File: config.mk
export PLATFORM = sky130hd
export DESIGN_NAME = fp32_div_seq
export DESIGN_NICKNAME = d
export VERILOG_FILES = /design/src/rtl/fp32_div_seq_pkg.sv /design/src/rtl/fp32_mant_div_iter.sv /design/src/rtl/fp32_div_seq.sv
export SDC_FILE = /design/constraint.sdc
export NUM_CORES = 1
export LEC_CHECK = 0
export BUFFER_PORTS_ARGS = -buffer_cell sky130_fd_sc_hd__buf_2
export CAP_MARGIN = 40
export CORE_MARGIN = 3
export CORE_UTILIZATION = 63
export CTS_CLUSTER_DIAMETER = 40
export DETAILED_ROUTE_END_ITERATION = 10
export PLACE_DENSITY = 0.9
export SLEW_MARGIN = 0
export SYNTH_ARGS = -nofsm -noshare
export SYNTH_HDL_FRONTEND = slang
export SYNTH_SLANG_ARGS = --single-unit
File: constraint.sdc
create_clock -name clk -period 6.2 [get_ports clk]
set_input_delay 0.93 -clock clk [delete_from_list [all_inputs] [get_ports clk]]
set_output_delay 0.93 -clock clk [all_outputs]
set_load 0.005 [all_outputs]
File: src/rtl/fp32_div_seq_pkg.sv
// Shared constants and types for the sequential FP32 divider.
package fp32_div_seq_pkg;

   localparam int unsigned EXP_W  = 8;
   localparam int unsigned MANT_W = 23;
   localparam int unsigned BIAS   = (1 << (EXP_W - 1)) - 1;
   localparam int unsigned QBITS  = MANT_W + 2;
   localparam int unsigned CNT_W  = $clog2(QBITS);

   localparam logic [EXP_W-1:0] INF_EXP  = '1;
   localparam logic [30:0]      ZERO_MAG = '0;

   typedef enum logic [1:0] {StIdle, StCalc, StPack} state_e;

endpackage

File: src/rtl/fp32_mant_div_iter.sv
// Radix-2 restoring mantissa divider: one quotient bit per step, MSB first.
module fp32_mant_div_iter
   import fp32_div_seq_pkg::*;
(
   input  logic              clk,
   input  logic              rst_n,
   input  logic              load,
   input  logic              step,
   input  logic [MANT_W-1:0] a_mant,
   input  logic [MANT_W-1:0] b_mant,
   output logic [QBITS-1:0]  q,
   output logic              last
);

   // rem stays below 2*div, so one guard bit above the divisor width suffices
   logic [MANT_W+1:0] rem_q, rem_d;
   logic [MANT_W:0]   div_q, div_d;
   logic [MANT_W:0]   diff;
   logic [QBITS-1:0]  q_q, q_d;
   logic [CNT_W-1:0]  cnt_q, cnt_d;
   logic              ge;

   always_comb begin
      ge    = rem_q >= {1'b0, div_q};
      diff  = rem_q[MANT_W:0] - div_q;
      rem_d = rem_q;
      div_d = div_q;
      q_d   = q_q;
      cnt_d = cnt_q;
      if (load) begin
         rem_d = {1'b0, 1'b1, a_mant};
         div_d = {1'b1, b_mant};
         q_d   = '0;
         cnt_d = CNT_W'(QBITS - 1);
      end else if (step) begin
         rem_d = ge ? {diff, 1'b0} : {rem_q[MANT_W:0], 1'b0};
         q_d   = {q_q[QBITS-2:0], ge};
         cnt_d = cnt_q - 1'b1;
      end
   end

   always_ff @(posedge clk or negedge rst_n) begin
      if (!rst_n) begin
         rem_q <= '0;
         div_q <= '0;
         q_q   <= '0;
         cnt_q <= '0;
      end else begin
         rem_q <= rem_d;
         div_q <= div_d;
         q_q   <= q_d;
         cnt_q <= cnt_d;
      end
   end

   assign q    = q_q;
   assign last = (cnt_q == '0);

endmodule

File: src/rtl/fp32_div_seq.sv
// Sequential truncating FP32 divider with start/done handshake and multiplier-style flags.
module fp32_div_seq
   import fp32_div_seq_pkg::*;
(
   input  logic        clk,
   input  logic        rst_n,
   input  logic        start,
   input  logic [31:0] a_operand,
   input  logic [31:0] b_operand,
   output logic        busy,
   output logic        done,
   output logic [31:0] result,
   output logic        Exception,
   output logic        Overflow,
   output logic        Underflow,
   output logic        DivByZero
);

   state_e state_q, state_d;

   logic [EXP_W-1:0] a_exp, b_exp, ea_q, eb_q;
   logic             a_zero, b_zero, a_inf, b_inf, special;
   logic             sign_q, exc_q, a_zero_q, b_zero_q;
   logic             load, step, last, accept;
   logic [QBITS-1:0] q;

   logic signed [9:0] exp_s;
   logic [MANT_W-1:0] mant;
   logic [31:0]       result_q, result_d;
   logic [3:0]        flags_q, flags_d;
   logic              done_q;

   assign a_exp   = a_operand[MANT_W +: EXP_W];
   assign b_exp   = b_operand[MANT_W +: EXP_W];
   assign a_zero  = (a_exp == '0);
   assign b_zero  = (b_exp == '0);
   assign a_inf   = (a_exp == INF_EXP);
   assign b_inf   = (b_exp == INF_EXP);
   assign special = a_inf | b_inf | a_zero | b_zero;

   always_ff @(posedge clk or negedge rst_n) begin
      if (!rst_n) state_q <= StIdle;
      else        state_q <= state_d;
   end

   always_comb begin
      state_d = state_q;
      unique case (state_q)
         StIdle: if (start) state_d = special ? StPack : StCalc;
         StCalc: if (last)  state_d = StPack;
         StPack: state_d = StIdle;
         default: state_d = StIdle;
      endcase
   end

   always_comb begin
      busy   = (state_q != StIdle);
      accept = (state_q == StIdle) && start;
      load   = accept && !special;
      step   = (state_q == StCalc);
   end

   fp32_mant_div_iter u_iter (
      .clk    (clk),
      .rst_n  (rst_n),
      .load   (load),
      .step   (step),
      .a_mant (a_operand[MANT_W-1:0]),
      .b_mant (b_operand[MANT_W-1:0]),
      .q      (q),
      .last   (last)
   );

   always_ff @(posedge clk or negedge rst_n) begin
      if (!rst_n) begin
         sign_q   <= 1'b0;
         ea_q     <= '0;
         eb_q     <= '0;
         exc_q    <= 1'b0;
         a_zero_q <= 1'b0;
         b_zero_q <= 1'b0;
      end else if (accept) begin
         sign_q   <= a_operand[31] ^ b_operand[31];
         ea_q     <= a_exp;
         eb_q     <= b_exp;
         exc_q    <= a_inf | b_inf;
         a_zero_q <= a_zero;
         b_zero_q <= b_zero;
      end
   end

   // A quotient below 1.0 leaves q[24] clear and costs one exponent step
   always_comb begin
      exp_s = $signed({2'b00, ea_q}) - $signed({2'b00, eb_q}) + $signed(10'(BIAS))
              - $signed({9'd0, ~q[QBITS-1]});
      mant  = q[QBITS-1] ? q[QBITS-2:1] : q[MANT_W-1:0];
   end

   // flags_d = {Exception, Overflow, Underflow, DivByZero}
   always_comb begin
      flags_d  = 4'b0000;
      result_d = {sign_q, exp_s[EXP_W-1:0], mant};
      if (exc_q) begin
         flags_d  = 4'b1000;
         result_d = '0;
      end else if (a_zero_q) begin
         result_d = {sign_q, ZERO_MAG};
      end else if (b_zero_q) begin
         flags_d  = 4'b0001;
         result_d = {sign_q, INF_EXP, {MANT_W{1'b0}}};
      end else if (exp_s >= 10'sd255) begin
         flags_d  = 4'b0100;
         result_d = {sign_q, INF_EXP, {MANT_W{1'b0}}};
      end else if (exp_s <= 10'sd0) begin
         flags_d  = 4'b0010;
         result_d = {sign_q, ZERO_MAG};
      end
   end

   always_ff @(posedge clk or negedge rst_n) begin
      if (!rst_n) begin
         result_q <= '0;
         flags_q  <= '0;
         done_q   <= 1'b0;
      end else begin
         done_q <= (state_q == StPack);
         if (state_q == StPack) begin
            result_q <= result_d;
            flags_q  <= flags_d;
         end
      end
   end

   assign done      = done_q;
   assign result    = result_q;
   assign Exception = flags_q[3];
   assign Overflow  = flags_q[2];
   assign Underflow = flags_q[1];
   assign DivByZero = flags_q[0];

endmodule
After elaboration in Yosys (flattened, before gate mapping)
Cells that the tools add are included.
{"block": "op_classes", "div": 0, "multipliers": 0, "add_sub_neg": 5, "eq_ne": 6, "muxes": 22, "order_cmp": 3, "shift": 0, "n_reduce_logical": 10, "n_bitwise": 5}
{"cell": "$mux W25", "n": 5}
{"cell": "$mux W31", "n": 4}
{"cell": "$mux W32", "n": 1}
{"cell": "$ge A25 B24 Y1", "n": 1}
{"cell": "$sub A24 B24 Y24", "n": 1}
{"cell": "$mux W23", "n": 1}
{"cell": "$eq A8 B8 Y1 const B", "n": 2}
{"cell": "$logic_not A8 Y1", "n": 2}
{"cell": "$add A9 B8 Y10 const B", "n": 1}
{"cell": "$ge A10 B9 Y1 const B", "n": 1}
{"cell": "$le A10 B1 Y1 const B", "n": 1}
{"cell": "$mux W5", "n": 2}
{"cell": "$sub A10 B2 Y10", "n": 1}
{"cell": "$mux W3", "n": 3}
{"cell": "$sub A8 B8 Y9", "n": 1}
{"cell": "$mux W2", "n": 4}
{"cell": "$logic_not A5 Y1", "n": 1}
{"cell": "$sub A5 B1 Y5 const B", "n": 1}
{"cell": "$mux W4", "n": 1}
{"cell": "$pmux W2 S2", "n": 1}
{"cell": "$reduce_bool A2 Y1", "n": 2}
{"cell": "$or A1 B1 Y1", "n": 3}
{"cell": "$eq A2 B1 Y1 const B", "n": 1}
{"cell": "$eq A2 B2 Y1 const B", "n": 1}
{"cell": "other kinds (8)", "n": 9}
{"block": "word_totals", "elab_cells": 65, "mem_count": 0, "ff_bits": 138, "ram_bits": 0, "rom_bits": 0, "output_inout_bits": 38, "latch_bits": 0, "in_bits": 67}

Logic depth before layout (Yosys ltp)
{"block": "depth", "word_depth": 9, "depth_mapped": 18, "depth_no_buf": 17}

Hierarchy
Synthesis repeated with hierarchy kept, for this count alone.
{"block": "hier_totals", "hier_cells": 877, "hier_area_um2": 8246.7}
{"module": "fp32_mant_div_iter", "seq_area_each_um2": 1976.9, "instances": 1, "area_per_inst_um2": 4855.9, "cells_each": 529}
{"module": "fp32_div_seq", "seq_area_each_um2": 1476.4, "instances": 1, "area_per_inst_um2": 3390.8, "cells_each": 348}

Least setup slack after synthesis
Ideal clock, no wire load.
{"block": "synth_timing", "path_kind": "register to register", "startpoint": "register ea_q[1]", "endpoint": "register result_q[13] (netlist: result[13])", "setup_time_ps": 134, "arrival_time_ps": 3744, "path_slack_ps": 2322, "synth_period_minus_slack_ps": 3878, "n_path_buf": 1, "required_ps": 6066, "stages_incl_launch_ff": 15, "cell_sequence": "dfrtp_1 > ha_1 > nand2b_1 > a21oi_1 > xor2_1 > inv_1 > ha_1 > nor2b_1 > or2_2 > a211o_1 > a311oi_4 > xnor2_1 > a2111oi_4 > buf_4 > o41ai_1"}
{"block": "synth_between", "elab_chain_cells": 9, "elab_cells_between_ends": 10, "classes_between": "add/sub: 3; order compare: 2; mux: 5"}
{"element": "start, declared", "line": "fp32_div_seq.sv:21", "rtl": "logic [EXP_W-1:0] a_exp, b_exp, ea_q, eb_q;"}
{"element": "start signal, assigned", "line": "fp32_div_seq.sv:84", "rtl": "ea_q <= a_exp;"}
{"element": "$sub A8 B8 Y9 *", "line": "fp32_div_seq.sv:94", "rtl": "exp_s = $signed({2'b00, ea_q}) - $signed({2'b00, eb_q}) + $signed(10'(BIAS))"}
{"element": "$add A9 B8 Y10 *", "line": "fp32_div_seq.sv:94"}
{"element": "$sub A10 B2 Y10 *", "line": "fp32_div_seq.sv:95", "rtl": "- $signed({9'd0, ~q[QBITS-1]});"}
{"element": "$le A10 B1 Y1", "line": "fp32_div_seq.sv:114", "rtl": "end else if (exp_s <= 10'sd0) begin"}
{"element": "$mux W31", "line": "fp32_div_seq.sv:114"}
{"element": "$mux W31 *", "line": "fp32_div_seq.sv:111", "rtl": "end else if (exp_s >= 10'sd255) begin"}
{"element": "$mux W31 *", "line": "fp32_div_seq.sv:108", "rtl": "end else if (b_zero_q) begin"}
{"element": "$mux W31 *", "line": "fp32_div_seq.sv:106", "rtl": "end else if (a_zero_q) begin"}
{"element": "$mux W32 *", "line": "fp32_div_seq.sv:103", "rtl": "if (exc_q) begin"}
{"element": "end signal, assigned", "line": "fp32_div_seq.sv:128", "rtl": "result_q <= result_d;"}
{"element": "end, declared", "line": "fp32_div_seq.sv:29", "rtl": "logic [31:0] result_q, result_d;"}
Every way passes the cells marked *; elsewhere a longest branch is shown, timed or not.
A chain may end at the register's enable or synchronous reset.

Final worst setup path
{"block": "layout_timing", "startpoint": "register ea_q[2]", "endpoint": "register result_q[28] (netlist: result[28])"}
The elaborated chain is that of the path after synthesis.

==> reports/metrics.yaml <==
synthMostInstantiatedCell: "nand2_1"
antenna_left: 0
nets: 1071
overflow: 0
cts_tree: "yes"
synth-edff-count: 0
synth_area_leader_cell: "dfrtp_1"
worstReg2RegStart: "ea_q[2]"
synth_nets: 981
crit_path_max_fanout: 12
rsz0062_at_grt: "no"
r2r_end: "result[28]"
synthXorXnorAreaFrac_pct: 3.84
clock_latency_ns: 0.42
dr.first_iter.drc_count: 625
fillers: 844
post-route-util_pct: 75.5
setup_tns_ns: 0
numCtsBuffers: 17
report.final.hold_viol_count: 0
clk_pin_slew_ns: 0.06
reg2reg_slack_ns: 1.82
start_util_pct: 65.3
final.period_utilization_pct: 70.6
wl_microns: 18300
cp-start-kind: "flip-flop"
dp_cells: 1109
path_class: "reg -> reg"
outcome: "complete, no violations"
timing.fmax_mhz: 228
crit_start: "ea_q[2]"
end_kind: "flip-flop"
slew_headroom_pct: 41.4
coreArea_sq_mm: 0.0122
rows: 40
grt_use_total_pct: 26.7
antenna_cells: 0
port_buffers: 104
endpoint: "result[28]"
ios: 105
die_x_microns: 119
synth_fa_ha_area_share_pct: 7.03
area_delta_synth_final_pct: 15.6
ys.flop_type: "dfrtp_1"
vias: 6886
maxSlewViolCount: 0
cts_hold_buf: 0
die_h_microns: 119
synth_top_family_by_area: "compound AO/OA/AOI/OAI gates"
ys_warn_count: 0
arrival_ns: 4.64
max_cap_viol_count: 0
synthTopCellsByArea: "dfrtp_1 (43%), nand2_1 (7.9%), o21ai_0 (6.9%)"
drc: 0
synth_commonest_cells: "nand2_1 (168), dfrtp_1 (138), o21ai_0 (110), inv_1 (53), ha_1 (40)"
grt_max_degree: 95
hold_depth: 2
hp-class: "reg -> reg"
synthSimpleGateAreaFrac_pct: 14.4
drive_gt1_share_pct: 17.4
cts_setup_buffers: 0
fin_crit_ns: 4.38
grt_pass1_vias: 6557
ys_types: 65
finalSetupViolCount: 0
dieArea_sq_mm: 0.0140
cts.sinks: 138
first_pass_iters: 5
netlist_area_sq_mm: 0.00798
hold-worst-slack_ns: 0.456
cts_root_buf: "clkbuf_16"
crit_required_ns: 6.47
synth_top_area_share_pct: 43.3
grt_pass1_wl_microns: 30900
syn_inst: 871
gp_congestion: 0.879
wire_per_inst_microns: 16.0
async_reset_ff_share_pct: 100
antenna_found_initial: 0
worst_slew_pin_slew_ns: 0.879
ys_seq_area_share_pct: 43.3
vias_per_cell: 6.03
synth_mux_area_share_pct: 5.32
reg2reg_depth: 14
synth-compound-area-share_pct: 21.2
fin_cells: 1142
cts_resized: 0
clockBufferDepth: 2
synth_seq_cells: 138
dpl.hpwl_microns: 12600
skew_ns: 0.00845
htreeDepth: 4
avgSynthCellArea_sq_um: 9.16
per-stage QoR:
step	setup WS, ns	area, sq um
finish	1.82	9220
global route	1.44	9220
CTS	1.88	9210
detailed placement	1.92	8620
global placement	2.13	8610
floorplan	2.32	7980
sequential cells by signal (all words and copies together), names as in the netlist:
| signal | cells |
|---|---|
| eb_q | 8 |
| u_iter.q | 25 |
| sign_q | 1 |
| u_iter.rem_q | 25 |
| exc_q | 1 |
| ea_q | 8 |
| flags_q | 4 |
| b_zero_q | 1 |
| a_zero_q | 1 |
| u_iter.div_q | 24 |
| u_iter.cnt_q | 5 |
| result | 32 |
| done | 1 |
| state_q | 2 |
cells by family (layout without fill, tap and decap cells):
logic type               after synthesis  after routing
AND/OR/NAND/NOR                      261            261
AO/OA/AOI/OAI                        253            253
flip-flops                           138            138
buffers and inverters                 99            202
adder cells (fa/ha/maj)               43             43
multiplexers                          42             42
XOR/XNOR                              35             35
layout make-up:
type	instances	area, sq um	area share [%]
inverters	53	199	2.16
clock inverters	12	141	1.53
clock buffers	20	447	4.85
flip-flops and latches	138	3450	37.5
multi-input cells	634	4140	44.9
repair buffers	117	626	6.79
well taps	168	210	2.28
worst max-delay path: stages (launching register included):
cell	delay, ns
dfrtp_1	0.38
ha_1	0.35
nor2_1	0.07
a21oi_1	0.17
xor2_1	0.50
inv_1	0.18
ha_1	0.38
nor2b_1	0.15
or2_2	0.29
a211o_1	0.34
a311oi_4	0.33
o21ai_0	0.12
buf_4	0.19
o21ai_0	0.58
o21ai_0	0.17
routing by layer:
metal | global-route usage, % | up-vias | routed length [microns]
met2 | 43.3 | 227 | 8910
met1 | 36.0 | 3321 | 7940
met5 | 0 | - | 0
met4 | 9.92 | 0 | 461
li1 | - | 3297 | -
met3 | 4.64 | 41 | 989
layout by cell type, fill, tap and decap left out, drive strengths merged, types with 7 or more instances in the layout:
cell type / count
a21o: 8
a21oi: 28
a22oi: 21
a32oi: 8
buf: 116
clkbuf: 21
dfrtp: 138
ha: 40
inv: 55
mux2i: 39
nand2: 168
nand3: 8
nand4: 8
nor2: 24
nor3: 9
nor4: 7
o21ai: 111
o41ai: 24
xnor2: 21
xor2: 14
worst min-delay path by stage:
stage                             endpoint             start  slack [ns]
after floorplan           u_iter.div_q[23]  u_iter.div_q[23]        0.42
after global placement    u_iter.div_q[23]  u_iter.div_q[23]        0.43
after detailed placement  u_iter.div_q[23]  u_iter.div_q[23]        0.44
after CTS                 u_iter.div_q[23]  u_iter.div_q[23]        0.45
after global routing      u_iter.div_q[23]  u_iter.div_q[23]        0.48
final                     u_iter.div_q[23]  u_iter.div_q[23]        0.46
Power is left out: the tool's default activity adds up to more than one toggle a clock period on the data nets, which glitch-free logic cannot reach.
